## config.mk

```make
export PLATFORM = sky130hd
export DESIGN_NAME = sqrt_share_arbiter
export DESIGN_NICKNAME = d
export VERILOG_FILES = /design/src/rtl/sqrt_arb_pkg.sv /design/src/rtl/sqrt_share_arbiter_rr_pick.sv /design/src/rtl/sqrt_share_arbiter.sv
export SDC_FILE = /design/constraint.sdc
export NUM_CORES = 1
export LEC_CHECK = 0
export ABC_AREA = 1
export BUFFER_PORTS_ARGS = -buffer_cell sky130_fd_sc_hd__buf_2
export CAP_MARGIN = 20
export CELL_PAD_IN_SITES_DETAIL_PLACEMENT = 0
export CELL_PAD_IN_SITES_GLOBAL_PLACEMENT = 1
export CORE_ASPECT_RATIO = 0.6
export CORE_MARGIN = 2
export CORE_UTILIZATION = 34
export CTS_CLUSTER_SIZE = 14
export DETAILED_ROUTE_END_ITERATION = 7
export PLACE_DENSITY_LB_ADDON = 0.25
export SETUP_SLACK_MARGIN = 0.2
export SLEW_MARGIN = 30
export SYNTH_ARGS = -nofsm -noshare
export SYNTH_HDL_FRONTEND = slang
export SYNTH_SLANG_ARGS = --single-unit
export TNS_END_PERCENT = 5
```

## constraint.sdc

```tcl
create_clock -name clk -period 6.8 [get_ports clk]
set_clock_uncertainty 0.15 [all_clocks]
set_input_delay 1.36 -clock clk [delete_from_list [all_inputs] [get_ports clk]]
set_output_delay 1.36 -clock clk [all_outputs]
set_load 0.005 [all_outputs]
```

## src/rtl/sqrt_arb_pkg.sv

```systemverilog
// Shared types and round-robin helper for the sqrt_newton sharing arbiter.
// The picker is written for up to RR_MAX_REQ requesters and trimmed by the caller.
package sqrt_arb_pkg;

    typedef enum logic [1:0] {
        ARB_IDLE,
        ARB_ISSUE,
        ARB_WAIT,
        ARB_RESPOND
    } arb_state_t;

    localparam int RR_MAX_REQ = 32;
    localparam int RR_IDX_W   = 5;

    typedef struct packed {
        logic                found;
        logic [RR_IDX_W-1:0] idx;
    } rr_pick_t;

    // First set bit of valid at or after ptr, wrapping at n.
    function automatic rr_pick_t rr_pick(
        input logic [RR_MAX_REQ-1:0] valid,
        input logic [RR_IDX_W-1:0]   ptr,
        input int                    n
    );
        rr_pick_t            res;
        logic [RR_IDX_W:0]   k;
        res = '0;
        k   = '0;
        for (int i = 0; i < RR_MAX_REQ; i++) begin
            if (i < n && !res.found) begin
                k = {1'b0, ptr} + (RR_IDX_W + 1)'(i);
                if (k >= (RR_IDX_W + 1)'(n)) begin
                    k = k - (RR_IDX_W + 1)'(n);
                end
                if (valid[k[RR_IDX_W-1:0]]) begin
                    res.found = 1'b1;
                    res.idx   = k[RR_IDX_W-1:0];
                end
            end
        end
        return res;
    endfunction

endpackage

```

## src/rtl/sqrt_share_arbiter_rr_pick.sv

```systemverilog
// Combinational round-robin picker: one-hot grant plus binary index.
// The search starts at ptr_i and wraps at NUM_REQ.
module rr_pick_onehot
    import sqrt_arb_pkg::*;
#(
    parameter int NUM_REQ = 4,
    parameter int IDX_W   = $clog2(NUM_REQ)
) (
    input  logic [NUM_REQ-1:0] valid_i,
    input  logic [IDX_W-1:0]   ptr_i,
    output logic               found_o,
    output logic [NUM_REQ-1:0] grant_o,
    output logic [IDX_W-1:0]   idx_o
);

    rr_pick_t pick;

    always_comb begin
        pick = rr_pick(RR_MAX_REQ'(valid_i), RR_IDX_W'(ptr_i), NUM_REQ);
    end

    assign found_o = pick.found;
    assign idx_o   = IDX_W'(pick.idx);
    assign grant_o = found_o ? (NUM_REQ'(1) << idx_o) : '0;

endmodule

```

## src/rtl/sqrt_share_arbiter.sv

```systemverilog
// Round-robin sharing of one sqrt_newton unit between NUM_REQ requesters.
// One root in flight; a watchdog turns a hung unit into a timeout response.
module sqrt_share_arbiter
    import sqrt_arb_pkg::*;
#(
    parameter int DATA_WIDTH      = 32,
    parameter int FRACTIONAL_BITS = 16,
    parameter int NUM_REQ         = 4,
    parameter int TIMEOUT_CYCLES  = 256
) (
    input  logic                                clk,
    input  logic                                rst,
    input  logic [NUM_REQ-1:0]                  req_valid,
    input  logic [NUM_REQ-1:0][DATA_WIDTH-1:0]  req_x,
    output logic [NUM_REQ-1:0]                  req_ready,
    output logic [NUM_REQ-1:0]                  rsp_valid,
    output logic [DATA_WIDTH-1:0]               rsp_root,
    output logic                                rsp_timeout,
    output logic                                busy,
    output logic                                sqrt_start,
    output logic [DATA_WIDTH-1:0]               sqrt_x,
    input  logic                                sqrt_done,
    input  logic [DATA_WIDTH-1:0]               sqrt_root
);

    localparam int IDX_W = $clog2(NUM_REQ);
    localparam int TMR_W = $clog2(TIMEOUT_CYCLES);

    if (NUM_REQ < 2 || NUM_REQ > RR_MAX_REQ) begin : g_bad_num_req
        $error("sqrt_share_arbiter: NUM_REQ out of range");
    end
    if (TIMEOUT_CYCLES < 2) begin : g_bad_timeout
        $error("sqrt_share_arbiter: TIMEOUT_CYCLES must be >= 2");
    end
    if (FRACTIONAL_BITS < 0 || FRACTIONAL_BITS > DATA_WIDTH) begin : g_bad_fmt
        $error("sqrt_share_arbiter: FRACTIONAL_BITS exceeds DATA_WIDTH");
    end

    arb_state_t             state_q;
    logic [IDX_W-1:0]       rr_ptr_q;
    logic [IDX_W-1:0]       rr_ptr_d;
    logic [IDX_W-1:0]       grant_q;
    logic [DATA_WIDTH-1:0]  sqrt_x_q;
    logic [TMR_W-1:0]       timer_q;
    logic                   sqrt_start_q;
    logic [NUM_REQ-1:0]     rsp_valid_q;
    logic [DATA_WIDTH-1:0]  rsp_root_q;
    logic                   rsp_timeout_q;

    logic                   pick_found;
    logic [NUM_REQ-1:0]     pick_oh;
    logic [IDX_W-1:0]       pick_idx;

    rr_pick_onehot #(
        .NUM_REQ (NUM_REQ),
        .IDX_W   (IDX_W)
    ) u_pick (
        .valid_i (req_valid),
        .ptr_i   (rr_ptr_q),
        .found_o (pick_found),
        .grant_o (pick_oh),
        .idx_o   (pick_idx)
    );

    assign rr_ptr_d = (pick_idx == IDX_W'(NUM_REQ - 1))
                    ? '0 : pick_idx + IDX_W'(1);

    // Ready is gated by rst so every output reads 0 while reset is held.
    assign req_ready   = (state_q == ARB_IDLE && !rst) ? pick_oh : '0;
    assign busy        = (state_q != ARB_IDLE);
    assign sqrt_start  = sqrt_start_q;
    assign sqrt_x      = sqrt_x_q;
    assign rsp_valid   = rsp_valid_q;
    assign rsp_root    = rsp_root_q;
    assign rsp_timeout = rsp_timeout_q;

    always_ff @(posedge clk or posedge rst) begin
        if (rst) begin
            state_q       <= ARB_IDLE;
            rr_ptr_q      <= '0;
            grant_q       <= '0;
            sqrt_x_q      <= '0;
            timer_q       <= '0;
            sqrt_start_q  <= 1'b0;
            rsp_valid_q   <= '0;
            rsp_root_q    <= '0;
            rsp_timeout_q <= 1'b0;
        end else begin
            unique case (state_q)
                ARB_IDLE: begin
                    if (pick_found) begin
                        grant_q      <= pick_idx;
                        sqrt_x_q     <= req_x[pick_idx];
                        rr_ptr_q     <= rr_ptr_d;
                        sqrt_start_q <= 1'b1;
                        state_q      <= ARB_ISSUE;
                    end
                end
                ARB_ISSUE: begin
                    sqrt_start_q <= 1'b0;
                    timer_q      <= '0;
                    state_q      <= ARB_WAIT;
                end
                ARB_WAIT: begin
                    timer_q <= timer_q + TMR_W'(1);
                    // A completion in the expiry cycle still counts as success.
                    if (sqrt_done) begin
                        rsp_valid_q   <= NUM_REQ'(1) << grant_q;
                        rsp_root_q    <= sqrt_root;
                        rsp_timeout_q <= 1'b0;
                        sqrt_x_q      <= '0;
                        state_q       <= ARB_RESPOND;
                    end else if (timer_q == TMR_W'(TIMEOUT_CYCLES - 1)) begin
                        rsp_valid_q   <= NUM_REQ'(1) << grant_q;
                        rsp_root_q    <= '0;
                        rsp_timeout_q <= 1'b1;
                        sqrt_x_q      <= '0;
                        state_q       <= ARB_RESPOND;
                    end
                end
                ARB_RESPOND: begin
                    rsp_valid_q   <= '0;
                    rsp_root_q    <= '0;
                    rsp_timeout_q <= 1'b0;
                    state_q       <= ARB_IDLE;
                end
                default: begin
                    state_q <= ARB_IDLE;
                end
            endcase
        end
    end

endmodule
```

Word-level counts from Yosys, hierarchy flattened
Index checks and enable logic that the tools add are counted.
{ "classes": {"n_lt_le_gt_ge": 9, "eq_ne": 7, "muxes": 46, "shift": 2, "addsub": 9, "reduce_logical": 13} }
{ "ops": {"columns": ["cell", "n"], "rows": [
  ["2-to-1 mux 32 bit", 5],
  ["case mux 32 bit (2 select lines)", 2],
  ["binary-select mux 32 bit (select 2 bit)", 1],
  ["2-to-1 mux 6 bit", 7],
  ["2-to-1 mux 5 bit", 7],
  ["less-than comparator 5 x 6 -> 1 bit, second input constant", 4],
  ["binary-select mux 1 bit (select 5 bit)", 4],
  ["greater-or-equal comparator 6 x 3 -> 1 bit, second input constant", 3],
  ["2-to-1 mux 4 bit", 4],
  ["case mux 8 bit (2 select lines)", 1],
  ["subtractor 5 x 3 -> 5 bit, second input constant", 3],
  ["nonzero test 2 bit", 5],
  ["adder 8 x 1 -> 8 bit, second input constant", 1],
  ["equality test 8 bit, second input constant", 1],
  ["2-to-1 mux 2 bit", 4],
  ["case mux 2 bit (4 select lines)", 1],
  ["case mux 4 bit (2 select lines)", 1],
  ["AND reduction 2 bit", 4],
  ["<< shifter 1 x 2 -> 4 bit, first input constant", 2],
  ["2-to-1 mux 1 bit", 7],
  ["adder 2 x 2 -> 3 bit, second input constant", 2],
  ["equality test 2 bit, second input constant", 3],
  ["case mux 1 bit (2 select lines)", 2],
  ["subtractor 2 x 3 -> 4 bit, second input constant", 1],
  ["other kinds (11)", 11]
]} }
{ "word_totals": {"inputBits": 167, "out_inout_bits": 75, "wordCells": 95, "register_bits": 84} }

Longest topological paths before layout
Gate-level depths: netlist of run 1.
{ "logic_depth": {"ltp_word": 24, "depth_mapped": 16, "ltp_nobuf": 14} }

Hierarchy
Synthesis of run 1 repeated with hierarchy kept, for this count alone.
{ "hier_totals": {"cells_unflattened": 759, "hier_area_um2": 5133.7} }
{ "modules_own_cells": {"columns": ["mod", "instances", "cells_per_inst", "seq_area_each_um2", "area_each_um2"], "rows": [
  ["sqrt_share_arbiter", 1, 699, 2102.0, 4807.1],
  ["rr_pick_onehot", 1, 60, 0.0, 326.6]
]} }

Worst setup path after synthesis of run 1
Ideal clock, no wire load.
{ "synth_timing": {"kind": "input port to output port", "from": "in rst", "to": "out req_ready[1]", "cell_stages": 3, "arrival_ps": 3670, "setup_slack_ps": 1620, "required_ps": 5290, "cell_sequence": "inv_1 nand2_1 nor3_1"} }
{ "synth_between": {"elab_chain_cells": 3} }
{ "synth_rtl": {"columns": ["element", "line_no", "source"], "rows": [
  ["start, declared", "sqrt_share_arbiter.sv:12", "input logic rst,"],
  ["zero test 1 bit (no line)", null, null],
  ["logical AND 1 bit", "sqrt_share_arbiter.sv:69", "assign req_ready = (state_q == ARB_IDLE && !rst) ? pick_oh : '0;"],
  ["2-to-1 mux 4 bit", "sqrt_share_arbiter.sv:69", null],
  ["end, declared", "sqrt_share_arbiter.sv:15", "output logic [NUM_REQ-1:0] req_ready,"]
]} }
No other way between the ends.

Worst setup path in the final report of run 1
{ "layout_timing": {"from": "in req_valid[3]", "to": "out req_ready[2]"} }
{ "layout_between": {"elab_chain_cells": 12, "elab_cells_between_ends": 18} }
{ "layout_rtl": {"columns": ["element", "line_no", "source"], "rows": [
  ["start, declared", "sqrt_share_arbiter.sv:13", "input logic [NUM_REQ-1:0] req_valid,"],
  ["binary-select mux 1 bit (select 5 bit)", "sqrt_arb_pkg.sv:36", "if (valid[k[RR_IDX_W-1:0]]) begin"],
  ["2-to-1 mux 1 bit (implied by the code)", "sqrt_arb_pkg.sv:36", null],
  ["2-to-1 mux 6 bit (2 in series)", "sqrt_arb_pkg.sv:36", null],
  ["2-to-1 mux 6 bit", "sqrt_arb_pkg.sv:31", "if (i < n && !res.found) begin"],
  ["2-to-1 mux 6 bit", "sqrt_arb_pkg.sv:36", null],
  ["2-to-1 mux 6 bit", "sqrt_arb_pkg.sv:31", null],
  ["2-to-1 mux 6 bit", "sqrt_arb_pkg.sv:36", null],
  ["2-to-1 mux 6 bit *", "sqrt_arb_pkg.sv:31", null],
  ["<< shifter 1 x 2 -> 4 bit", "sqrt_share_arbiter_rr_pick.sv:24", "assign grant_o = found_o ? (NUM_REQ'(1) << idx_o) : '0;"],
  ["2-to-1 mux 4 bit *", "sqrt_share_arbiter_rr_pick.sv:24", null],
  ["2-to-1 mux 4 bit *", "sqrt_share_arbiter.sv:69", null]
]} }
Mark *: on every way between the ends. The rest lies on a longest branch, timed or not. The select of a mux whose other input is x is not followed.

==> results_dict.tcl, run 1 <==
set metrics [dict create \
    status "finished, final reports clean" \
    leakage_nw 3.53 \
    power.total_w 0.00337 \
    die_x_um 157 \
    hold_buffers 0 \
    via_count 5203 \
    syn_nets 836 \
    setup_viol 0 \
    rsz0062_at_grt "false" \
    worstMarginPinSlew_ns 0.919 \
    setup_ws_ns 1.70 \
    path_buf_inv 5 \
    wire_per_inst_um 14.7 \
    cts_resized 0 \
    end_kind "primary output" \
    hpwl_um 11400 \
    cpMostUsedCell "nand2_1" \
    via_per_inst 4.88 \
    grt_use_total 0.207 \
    holdPathStages 1 \
    worst_ep_arrival_time_ns 3.59 \
    final_nets 1047 \
    clkTransAtPathRegs_ns 0.06 \
    drt_iter0_drc 456 \
    path_cells "buf_2 > inv_1 > nand2_1 > nand3_1 > nand2_1 > inv_2 > nand2_1 > nor2_1 > nand3_1 > nand2_2 > inv_2 > nor3_1 > buf_2" \
    ys_seq_area_frac 0.438 \
    startpoint_type "input pin" \
    drt_wl_total_um 15700 \
    final_cell_mix "buf_2, nand2_1, nand3_1, dfrtp_1, o21ai_0" \
    period_minus_slack_ns 5.10 \
    critPathSlowestCell "nand2_2" \
    finalHoldViolations 0 \
    synth_mux_area_frac 0 \
    hp-class "reg -> reg" \
    irDropWorstVdd_mv 0.413 \
    core_area_um2 13700 \
    ys_types 28 \
    ioPinCount 242 \
    start_util 0.350 \
    ys_ff_latch 84 \
    synth-adder-area-share 0.0287 \
    reg2reg_from "rr_ptr_q[0]$_DFFE_PP0P_" \
    crit_family "simple AND/OR/NAND/NOR gates" \
    layout-drive-gt1-share 0.316 \
    power.density_nw_per_um2 529 \
    crit_fanout 37 \
    setup-tns-final_ns 0 \
    cp.required_ns 5.29 \
    reg2reg_depth 13 \
    final_common_cell "buf_2" \
    n_fill_cell 1400 \
    worstHoldStart "timer_q[7]$_DFFE_PP0P_" \
    area_growth_pct 32.8 \
    numPortBuffers 241 \
    cts.sinks 84 \
    finalMaxSlewViolations 0 \
    cts.path.max_buffers 2 \
    post_cts_buffers 0 \
    cts_tree "yes" \
    htreeDepth 3 \
    antenna_found_initial 1 \
    antenna_left 0 \
    yosysTopAreaCell "dfrtp_1" \
    first_pass_iters 5 \
    std_cell_rows 33 \
    grt_pass1_vias 4927 \
    syn_area_um2 4800 \
    die_y_um 96.0 \
    finalCritPeriodShare 0.750 \
    synthTopCellsByArea "dfrtp_1, nand3_1, nand2_1, o21ai_0, ha_1" \
    drc 0 \
    overflow 0 \
    syn-instance-count 658 \
    place_ws_ns 1.70 \
    place.gp.congestion 0.824 \
    rr_endpoint "sqrt_x[8]$_DFFE_PP0P_" \
    grt_pass1_wl_um 24600 \
    synth-simple-area-share 0.387 \
    synth_compound_area_frac 0.0706 \
    syn-mean-instance-area_um2 7.29 \
    clk_latency_ns 0.34 \
    setup.worst_path.class "in -> out" \
    numCtsBuffers 9 \
    hold_end "timer_q[7]$_DFFE_PP0P_" \
    cts-root-buf "clkbuf_16" \
    synth_top_area_share 0.438 \
    rrSetupSlack_ns 3.36 \
    critPathMaxStageDelay_ns 0.60 \
    grt_max_degree 85 \
    max_freq_mhz 196 \
    max-slew-margin-rel 0.385 \
    die_area_um2 15100 \
    max-cap-violations 0 \
    post_synth_xor_area_fraction 0 \
    synth_top_family_by_area "simple AND/OR/NAND/NOR gates" \
    yosys_warnings 0 \
]
-- worst max path at each step --
stage                            start            to  slack (ns)  depth (start not counted)
final                     req_valid[3]  req_ready[2]        1.70                         13
after global routing      req_valid[3]  req_ready[2]        1.43                         13
after CTS                 req_valid[3]  req_ready[2]        1.69                         13
after detailed placement  req_valid[3]  req_ready[2]        1.70                         13
after global placement    req_valid[3]  req_ready[2]        1.80                         13
after floorplan                    rst  req_ready[1]        1.62                          3
-- registers in the layout (all words and copies together) (netlist names) --
name         flops
timer_q          8
rr_ptr_q         2
state_q          2
sqrt_x          32
rsp_root        32
rsp_timeout      1
rsp_valid        4
grant_q          2
sqrt_start       1
-- Yosys cell counts --
cell type	number
a21boi_0	1
a21oi_1	10
buf_1	3
buf_2	19
buf_4	8
buf_6	3
clkbuf_1	13
dfrtp_1	84
ha_1	11
inv_1	27
inv_2	3
nand2_1	226
nand2_2	2
nand3_1	176
nand3_2	2
nand4_1	1
nand4_2	1
nor2_1	12
nor3_1	4
nor3b_1	1
o211ai_1	1
o211ai_2	1
o21a_1	1
o21ai_0	41
o22ai_1	1
o31ai_1	1
o41ai_1	4
or2_1	1
-- cell families (layout without fill, tap and decap cells) --
| kind of cell | after synthesis | count (layout) |
|---|---|---|
| and+or+nand+nor | 426 | 426 |
| DFF | 84 | 84 |
| buffers and inverters | 76 | 292 |
| AOI/OAI and AO/OA | 61 | 61 |
| adders and majority gates | 11 | 11 |
| other | 0 | 1 |
-- power by group --
group,internal (W),total [W],switching (W)
Clock,0.000289,0.000495,0.000207
Combinational,0.000681,0.00211,0.00143
Sequential,0.000674,0.000772,0.0000974
Total,0.00164,0.00337,0.00173
-- layer usage --
layer,part of all wire,GRT usage,up-vias
met4,0.013,0.0591,0
li1,-,-,2613
met1,0.49,0.291,2399
met5,0,0,-
met3,0.057,0.0387,22
met2,0.44,0.328,169
-- stage by stage --
step                      instances   util  instance area (um^2)  hold slack, ns
after global placement         1050  0.442                  6060           0.303
after CTS                      1066  0.465                  6370           0.313
after global routing           1066  0.465                  6370           0.344
after detailed placement       1050  0.443                  6070           0.305
after floorplan                 658      -                  4800           0.284
final                          1067  0.465                  6380           0.315
-- worst reg2reg max path, cell delays in order (launching register included) --
cell     delay [ns]
dfrtp_1        0.56
inv_2          0.12
ha_1           0.37
inv_1          0.09
nand3_1        0.11
nand3_2        0.09
nand2_1        0.10
nor2_1         0.05
nor2_1         0.11
nand2_2        0.47
inv_2          0.72
nand3_1        0.18
nand3_1        0.13
nand2_1        0.07
-- cell type report --
cell class                      instances  area, um^2  share of cell area
Clock buffer                           10         229              0.0359
Timing Repair Buffer                  246        1250               0.196
Clock inverter                          6        72.6              0.0114
Antenna cell                            1        2.50            0.000392
Sequential cell                        84        2100               0.330
Inverter                               30         114              0.0179
Tap cell                              192         240              0.0377
Multi-Input combinational cell        498        2370               0.371
No activity file was read; power rests on OpenSTA's default activity.
==> inputs of run 2 (changes only) <==
--- a/config.mk
+++ b/config.mk
@@ -12,7 +12,7 @@
 export CELL_PAD_IN_SITES_GLOBAL_PLACEMENT = 1
 export CORE_ASPECT_RATIO = 0.6
 export CORE_MARGIN = 2
-export CORE_UTILIZATION = 34
+export CORE_UTILIZATION = 31
 export CTS_CLUSTER_SIZE = 14
 export DETAILED_ROUTE_END_ITERATION = 7
 export PLACE_DENSITY_LB_ADDON = 0.25
==> constraint.sdc (replaced) <==
create_clock -name clk -period 5.15 [get_ports clk]
set_clock_uncertainty 0.15 [all_clocks]
set_input_delay 1.03 -clock clk [delete_from_list [all_inputs] [get_ports clk]]
set_output_delay 1.03 -clock clk [all_outputs]
set_load 0.005 [all_outputs]
==> results_dict.tcl, run 2 (synthesis results as in run 1) <==
set metrics [dict create \
    grt_use_total 0.194 \
    finalMaxSlewViolations 0 \
    overflow 0 \
    startpoint "rr_ptr_q[0]$_DFFE_PP0P_" \
    clk_latency_ns 0.34 \
    via_count 5055 \
    setup.worst_path.class "reg -> out" \
    max-slew-margin-rel 0.533 \
    seqPwrFrac 0.222 \
    path_cells "inv_2 > ha_1 > inv_1 > nand3_1 > nand3_1 > nand4_2 > nand2_2 > nand2_2 > inv_1 > nand2_1 > nor3_1 > buf_2" \
    numCtsBuffers 9 \
    top_layer_used "met4" \
    cts-root-buf "clkbuf_16" \
    area_growth_pct 34.5 \
    die_area_um2 16500 \
    power_frac_clock 0.155 \
    startpoint_type "register" \
    max-cap-violations 0 \
    irDropWorstVdd_mv 0.585 \
    combPwrFrac 0.623 \
    wl_met2_um 6360 \
    grt_max_degree 75 \
    final_common_cell "buf_2" \
    grt_pass1_wl_um 25000 \
    start_util 0.315 \
    ioPinCount 242 \
    switchingPower_w 0.00231 \
    place_inst 1065 \
    place_ws_ns 0.967 \
    antenna_found_initial 0 \
    grt_pass1_vias 4749 \
    hold_buffers 0 \
    status "finished, final reports clean" \
    final_cell_mix "buf_2, nand2_1, nand3_1, dfrtp_1, o21ai_0" \
    end_kind "primary output" \
    die_y_um 100 \
    cts.path.max_buffers 2 \
    via_per_inst 4.68 \
    reg2reg_depth 15 \
    htreeDepth 3 \
    setup-tns-final_ns 0 \
    drt-met1-wl_um 8080 \
    post_cts_buffers 0 \
    drc 0 \
    diodes 0 \
    whs_ns 0.323 \
    swShare 0.507 \
    wl_met3_um 898 \
    rr_endpoint "sqrt_x[23]$_DFFE_PP0P_" \
    std_cell_rows 35 \
    cts_resized 0 \
    die_x_um 165 \
    hpwl_um 11100 \
    worst_ep_arrival_time_ns 3.22 \
    drt_wl_total_um 15700 \
    critPathMaxStageDelay_ns 0.56 \
    finalCritPeriodShare 0.854 \
    clkTransAtPathRegs_ns 0.07 \
    reg2reg_from "rr_ptr_q[0]$_DFFE_PP0P_" \
    cts_tree "yes" \
    max_freq_mhz 227 \
    core_area_um2 15200 \
    final_nets 1051 \
    finalHoldViolations 0 \
    final_cells 1081 \
    dpl_cell_area_um2 6130 \
    layout-drive-gt1-share 0.320 \
    critPathSlowestCell "dfrtp_1" \
    cts.sinks 84 \
    leakage_nw 3.56 \
    power.density_nw_per_um2 706 \
    numPortBuffers 241 \
    setup_viol 0 \
    endpoint "req_ready[0]" \
    period_minus_slack_ns 4.40 \
    p_int_w 0.00225 \
    rsz0062_at_grt "false" \
    antenna_left 0 \
    cp.required_ns 3.97 \
    setup_ws_ns 0.751 \
    drt_iter0_drc 275 \
    worstMarginPinSlew_ns 0.701 \
    hp-class "reg -> reg" \
    final_area_um2 6460 \
    crit_fanout 36 \
    first_pass_iters 5 \
    place.gp.congestion 0.839 \
    wire_per_inst_um 14.5 \
    rrSetupSlack_ns 1.89 \
]
==> run 2: worst max-delay path, delay by kind of cell, from the launching register on <==
kind / cells / cell delay [ns]
and+or+nand+nor: 7 / 1.32
buffers and inverters: 4 / 0.60
DFF: 1 / 0.56
adders and majority gates: 1 / 0.38
==> run 2: area by class of cell <==
type	instances	area, um^2
Clock inverter	7	97.6
Fill cell	1641	8780
Sequential cell	84	2100
Timing Repair Buffer	250	1300
Multi-Input combinational cell	498	2360
Inverter	30	114
Clock buffer	9	225
Tap cell	203	254
==> run 2: how the worst min path moves through the flow <==
stage,cells after the start,slack (ns),startpoint,end
final,2,0.32,sqrt_x[8]$_DFFE_PP0P_,sqrt_x[8]$_DFFE_PP0P_
after global placement,2,0.31,sqrt_x[5]$_DFFE_PP0P_,sqrt_x[5]$_DFFE_PP0P_
after detailed placement,1,0.31,timer_q[7]$_DFFE_PP0P_,timer_q[7]$_DFFE_PP0P_
after global routing,1,0.34,timer_q[7]$_DFFE_PP0P_,timer_q[7]$_DFFE_PP0P_
after floorplan,1,0.28,timer_q[7]$_DFFE_PP0P_,timer_q[7]$_DFFE_PP0P_
after CTS,1,0.32,timer_q[7]$_DFFE_PP0P_,timer_q[7]$_DFFE_PP0P_
==> run 2: power groups by stage <==
| stage | registers [W] | logic [W] | clock network (W) |
|---|---|---|---|
| after floorplan | 0.00103 | 0.00212 | 0 |
| after global placement | 0.00102 | 0.00288 | 0 |
| after detailed placement | 0.00102 | 0.00290 | 0 |
| after CTS | 0.00101 | 0.00290 | 0.000731 |
| after global routing | 0.00105 | 0.00329 | 0.000759 |
| final | 0.00101 | 0.00284 | 0.000705 |
==> run 2: stage by stage <==
| step | total power, W | utilization |
|---|---|---|
| 2_1_floorplan | 0.00316 | - |
| 3_3_place_gp | 0.00390 | 0.400 |
| 3_5_place_dp | 0.00392 | 0.403 |
| 4_1_cts | 0.00464 | 0.424 |
| 5_1_grt | 0.00509 | 0.424 |
| 6_report | 0.00456 | 0.424 |
==> run 2: layer usage <==
metal,up-vias,track usage
li1,2614,-
met3,20,0.0388
met5,-,0
met1,2281,0.290
met2,140,0.279
met4,0,0.0595
